<file path="config.mk">
export PLATFORM = sky130hd
export DESIGN_NAME = tsm_sbox_share_accumulator
export DESIGN_NICKNAME = d
export VERILOG_FILES = /design/src/rtl/tsm_sbox_share_accumulator.sv
export SDC_FILE = /design/constraint.sdc
export NUM_CORES = 1
export LEC_CHECK = 0
export ABC_CLOCK_PERIOD_IN_PS = 2790
export CORE_UTILIZATION = 25
export DETAILED_ROUTE_END_ITERATION = 12
export PLACE_DENSITY = 0.46
export RECOVER_POWER = 25
export SLEW_MARGIN = 0
export SYNTH_ARGS = -nofsm -noshare
export SYNTH_HDL_FRONTEND = slang
export SYNTH_SLANG_ARGS = --single-unit
</file>
<file path="constraint.sdc">
create_clock -name clk -period 2.79 [get_ports clk]
set_input_delay 0.558 -clock clk [delete_from_list [all_inputs] [get_ports clk]]
set_output_delay 0.558 -clock clk [all_outputs]
set_load 0.005 [all_outputs]
</file>
<file path="src/rtl/tsm_sbox_share_accumulator.sv">
// XOR-accumulates time-multiplexed TSM S-box partial terms into per-share output registers.
// Optional macro TSM_OUT_REFRESH_EN adds an 8-bit rnd input that re-masks shares 0 and NUM_SHARES-1 on completion.
module tsm_sbox_share_accumulator #(
    parameter int NUM_SHARES = 2,
    parameter int NUM_TERMS  = 4,
    parameter int SIDX_W     = (NUM_SHARES > 1) ? $clog2(NUM_SHARES) : 1
) (
    input  logic                    clk,
    input  logic                    rst,
    input  logic                    term_valid,
    output logic                    term_ready,
    input  logic [7:0]              term_data,
    input  logic [SIDX_W-1:0]       term_sidx,
    input  logic                    term_last,
`ifdef TSM_OUT_REFRESH_EN
    input  logic [7:0]              rnd,
`endif
    output logic                    out_valid,
    input  logic                    out_ready,
    output logic [8*NUM_SHARES-1:0] out_shares,
    output logic                    err
);

    localparam int CNT_W = $clog2(NUM_TERMS + 1);

    localparam logic [1:0] S_IDLE  = 2'd0;
    localparam logic [1:0] S_ACCUM = 2'd1;
    localparam logic [1:0] S_HOLD  = 2'd2;

    logic [1:0]       r_state;
    logic [1:0]       w_state_nxt;
    logic [CNT_W-1:0] r_cnt;
    logic [7:0]       r_acc [NUM_SHARES];
    logic             r_out_valid;
    logic             r_err;

    logic             w_accept;
    logic             w_cnt_at_last;
    logic             w_final;
    logic             w_out_hs;
    logic             w_sidx_bad;
    logic             w_last_bad;
    logic [7:0]       w_rnd;

    // A term only reaches the accumulator whose index it carries, so shares never mix.
    function automatic logic [7:0] f_term_contrib(
        input logic [SIDX_W-1:0] sidx,
        input logic [7:0]        data,
        input int                k
    );
        if (int'(sidx) == k) begin
            return data;
        end else begin
            return 8'h00;
        end
    endfunction

    // Refresh mask lands on the first and last share so the share XOR is unchanged.
    function automatic logic [7:0] f_refresh_contrib(
        input logic [7:0] mask,
        input int         k
    );
        if ((k == 0) || (k == NUM_SHARES - 1)) begin
            return mask;
        end else begin
            return 8'h00;
        end
    endfunction

    assign term_ready    = ~rst & (r_state != S_HOLD);
    assign w_accept      = term_valid & term_ready;
    assign w_cnt_at_last = (r_cnt == CNT_W'(NUM_TERMS - 1));
    assign w_final       = w_accept & w_cnt_at_last;
    assign w_out_hs      = r_out_valid & out_ready & (r_state == S_HOLD);
    assign w_sidx_bad    = ({1'b0, term_sidx} >= (SIDX_W + 1)'(NUM_SHARES));
    assign w_last_bad    = (term_last != w_cnt_at_last);

`ifdef TSM_OUT_REFRESH_EN
    assign w_rnd = w_final ? rnd : 8'h00;
`else
    assign w_rnd = 8'h00;
`endif

    // Next-state selection for the collect / hold sequence.
    always_comb begin
        w_state_nxt = r_state;
        case (r_state)
            S_IDLE: begin
                if (w_final) begin
                    w_state_nxt = S_HOLD;
                end else if (w_accept) begin
                    w_state_nxt = S_ACCUM;
                end else begin
                    w_state_nxt = S_IDLE;
                end
            end
            S_ACCUM: begin
                if (w_final) begin
                    w_state_nxt = S_HOLD;
                end else begin
                    w_state_nxt = S_ACCUM;
                end
            end
            S_HOLD: begin
                if (w_out_hs) begin
                    w_state_nxt = S_IDLE;
                end else begin
                    w_state_nxt = S_HOLD;
                end
            end
            default: begin
                w_state_nxt = S_IDLE;
            end
        endcase
    end

    // State, term counter, sticky error and output-valid registers.
    always_ff @(posedge clk) begin
        if (rst) begin
            r_state     <= S_IDLE;
            r_cnt       <= {CNT_W{1'b0}};
            r_out_valid <= 1'b0;
            r_err       <= 1'b0;
        end else begin
            r_state     <= w_state_nxt;
            r_out_valid <= (w_state_nxt == S_HOLD);
            if (w_out_hs) begin
                r_cnt <= {CNT_W{1'b0}};
            end else if (w_accept) begin
                r_cnt <= r_cnt + CNT_W'(1);
            end else begin
                r_cnt <= r_cnt;
            end
            if (w_accept && (w_sidx_bad || w_last_bad)) begin
                r_err <= 1'b1;
            end else begin
                r_err <= r_err;
            end
        end
    end

    // Per-share accumulators; cleared by reset and by the output handshake.
    always_ff @(posedge clk) begin
        for (int k = 0; k < NUM_SHARES; k++) begin
            if (rst || w_out_hs) begin
                r_acc[k] <= 8'h00;
            end else if (w_accept) begin
                r_acc[k] <= r_acc[k] ^ f_term_contrib(term_sidx, term_data, k)
                                     ^ f_refresh_contrib(w_rnd, k);
            end else begin
                r_acc[k] <= r_acc[k];
            end
        end
    end

    genvar g;
    generate
        for (g = 0; g < NUM_SHARES; g++) begin : g_out
            assign out_shares[8*g +: 8] = r_acc[g];
        end
    endgenerate

    assign out_valid = r_out_valid;
    assign err       = r_err;

endmodule

</file>
=== Word-level counts from Yosys, hierarchy flattened ===
Memories as Yosys holds them, arrays and structs flattened.
Index checks and enable logic that the tools add are counted.

* Reductions and logical operators: 4
* Add/sub/neg operators: 1
* Muxes and demuxes: 25
* Bitwise gates (word level): 14
* Equal/unequal tests: 6

{| class="wikitable"
|+ Operators by type and width
! kind !! number
|-
| $mux 8 || 12
|-
| $xor 8x8->8 || 4
|-
| $mux 1 || 9
|-
| $mux 2 || 3
|-
| $pmux 2 s3 || 1
|-
| $and 1x1->1 || 5
|-
| $eq 2x2->1 const B || 2
|-
| $or 1x1->1 || 4
|-
| $add 3x1->3 const B || 1
|-
| $eq 3x2->1 const B || 1
|-
| $eq 2x1->1 const B || 1
|-
| $logic_not 2->1 || 1
|-
| $ne 2x2->1 const B || 1
|-
| $reduce_or 2->1 || 1
|-
| $logic_and 1x1->1 || 1
|-
| $logic_or 1x1->1 || 1
|-
| $ne 1x1->1 || 1
|-
| $not 1->1 || 1
|}

* Bits in registers: 7
* Word-level logic and storage cells: 55
* Memory bits (writable): 16
* Memories kept: 1
* Output and inout bits: 19
* Input port bits: 14

{| class="wikitable"
|+ Memory list
! memory !! depth !! width !! read ports !! clocked after Yosys merged registers in !! write ports !! line !! source
|-
| r_acc || 2 || 8 || 2 || 0 || 2 || 33 || <nowiki>logic [7:0] r_acc [NUM_SHARES];</nowiki>
|}

=== Depth between registers and ports, before layout ===
* Depth in word-level cells: 9
* Mapped depth: 5
* Mapped depth without buffers: 5

=== Least setup slack after synthesis ===
OpenSTA, ideal clock, no wires.

* Kind: input to register
* Start: input port rst
* End: memory r_acc[0][0] (enable)
* Slack: 1,087 ps
* Path buffers: 0
* Data required time: 2,415 ps
* Library setup time: 375 ps
* Stages: 3
* Arrival: 1,329 ps
* Path through: and2b_1 -> nand2_2 -> nand2b_1

{| class="wikitable"
|+ RTL lines
! what !! line !! source
|-
| from (decl) || 9 || <nowiki>input logic rst,</nowiki>
|-
| to (decl) || 33 ||
|}

=== Worst setup path in the final report ===
* Start: input port rst
* End: output port term_ready

* Word-level cells in the longest chain between the ends: 2

{| class="wikitable"
|+ Ends and longest elaborated chain
! what !! line !! source
|-
| $not 1->1 || 70 || <nowiki>assign term_ready = ~rst & (r_state != S_HOLD);</nowiki>
|-
| $and 1x1->1 || 70 ||
|-
| to (decl) || 11 || <nowiki>output logic term_ready,</nowiki>
|}

No other way between the ends.

==> metrics.cfg <==
[routing]
wl_per_cell_um = 11.9
drc_errors = 0
wl_um = 2270
viasPerCell = 4.18
firstDrtPassIters = 2
ant_nets = 0
routed-via-count = 795
drt_first_iter_violations = 13

[min_path]
min_path_type = register to register

[setup_path]
critical_path_class = input port to primary output
cp.required_ns = 2.23
reg2reg_setup_slack_ns = 1.07
cp-start-kind = input port
slowest_stage = clkdlybuf4s50_1
arrival_ns = 1.86
crit_fanout = 8
worstPathCellList = clkdlybuf4s50_1 > nor2_1 > clkdlybuf4s50_1
critPathMaxStageDelay_ns = 0.54
path_common_cell = clkdlybuf4s50_1
end_kind = primary output

[placement]
gp_congestion = 0.744
placed_cell_area_sq_um = 1500
hpwl_um = 1670
dp_cells = 186
port_buffers = 32

[clocking]
htreeDepth = 1
ctsResizeCount = 0
clkLatencyLatePin_ns = 0.26
clock_path_buffers = 2
clkTransAtPathRegs_ns = 0.08
postCtsSetupBuffers = 0
cts_made_buffers = 3
cts_tree = done
cts_root_buf = clkbuf_8
holdBufCountCts = 0
clock_sinks = 23

[final_layout]
layout_commonest_cell = clkdlybuf4s50_1
instances_no_fill = 190
area_delta_synth_final_pct = 37.1
antenna_cells = 0
drive_gt1_share_pct = 6.52
nets = 155
fin_area_sq_um = 1550
nFillCells = 439
most-common-layout-cells = 24 x clkdlybuf4s50_1, 20 x nor2_1, 16 x edfxtp_1

[power_and_ir_drop]
total_power_mw = 0.759
vdd_drop_max_v = 0.000238
powerDensity_nw_per_um2 = 491
leakage_nw = 0.578

[sta]
rsz0062_at_grt = false
period_needed_ns = 2.42
period_share_pct = 86.8
tns_ns = 0
max_freq_mhz = 413
finClkSkew_ns = 0.00102
maxSlewHeadroom_pct = 62.4
report.final.slew_viol_count = 0
setup_viol = 0
tightest_slew_ns = 0.562
hold_violations = 0

[synth]
synth-seq-area-share_pct = 55.0
ys_ff_latch = 23
synthesis.area_sq_um = 1130
syn_inst = 103
yosysUniqueCellTypes = 27
syn_nets = 119
yosysWarnings = 0
avgSynthCellArea_sq_um = 11.0

[global_routing]
met3_usage_pct = 2.76
grt_usage_pct = 10.1
top_usage_layer = met2
grt_pass1_wl_um = 3890
grt_max_degree = 17
grt_pass1_vias = 835
antenna_found_initial = 0
use_met1_pct = 13.6
overflow = 0
met2_usage_pct = 15.3

[floorplanning]
die_height_um = 69.2
core_sq_um = 4350
row_count = 24
die_w_um = 69.2
start_util_pct = 25.9
dieArea_sq_um = 4790
io_pins = 33

[flow_run]
max-cap-violations = 0

[status]
outcome = complete, no violations

==> kinds of logic after synthesis <==
group,synth area share (%)
buffers and inverters,2.33
adder cells (fa/ha/maj),2.22
AND/OR/NAND/NOR,19.8
multiplexers,0.887
AO/OA/AOI/OAI,6.54
flip-flops,55.0
XOR/XNOR,13.2
==> power breakdown <==
part	leakage [nW]	internal, mW	switching [mW]
sequential	0.227	0.397	0.0174
clock	0.0228	0.102	0.102
combinational	0.328	0.0841	0.0571
total	0.578	0.583	0.176
==> path summary, 6_finish.rpt <==
path	startpoint	to	depth (start not counted)
max reg2reg	r_state[0]	r_acc[0][1]	4
min reg2reg	r_cnt[1]	r_cnt[1]	2
min	r_cnt[1]	r_cnt[1]	2
max	rst	term_ready	3
==> per-layer routing <==
layer  part of all wire [%]  vias up
met5                      0        -
met4                   0.66        0
met3                    6.2        2
met2                     42       25
met1                     51      352
li1                       -      416
==> Yosys cell counts <==
master	n	share of area, %
a21oi_1	2	0.89
a2bb2oi_1	1	0.78
a311oi_2	1	1.3
a31oi_1	1	0.55
and2b_1	1	0.67
and2b_4	1	0.89
buf_4	1	0.67
buf_6	1	1.0
dfxtp_1	7	12
edfxtp_1	16	43
ha_1	2	2.2
inv_1	2	0.67
mux2i_1	1	0.89
nand2_1	10	3.3
nand2_2	1	0.55
nand2b_1	2	1.1
nand2b_2	1	0.78
nand3_1	1	0.44
nor2_1	20	6.7
nor2b_1	8	4.4
nor3_1	1	0.44
o21ai_0	2	0.89
o21ai_1	1	0.44
o21bai_4	1	1.7
or3_1	1	0.55
xnor2_1	8	6.2
xor2_1	9	7.0
==> registers in the layout, indices dropped and copies added, names as in the netlist <==
name / count
r_acc: 16
out_valid: 1
err: 1
r_cnt: 3
r_state: 2
==> area by class of cell <==
class / count / area [sq um] / share of cell area, %
clock buffer: 4 / 45.0 / 2.91
inverter: 2 / 7.51 / 0.485
multi-input combinational: 76 / 482 / 31.1
sequential: 23 / 621 / 40.1
tap: 52 / 65.1 / 4.20
timing repair buffer: 33 / 328 / 21.2
==> worst max-delay path: cells and delay by family <==
family	cells	cell delay, ns
buffers and inverters	2	1.06
AND/OR/NAND/NOR	1	0.25
==> stage by stage <==
step	hold slack [ns]	util (%)	setup slack, ns
finish	0.490	35.5	0.369
CTS	0.493	35.5	0.374
global route	0.503	35.5	0.302
detailed placement	0.477	34.5	0.384
floorplan	0.455	-	1.09
global placement	0.471	34.5	0.432
Note: power is estimated with default switching activity, not from simulation.
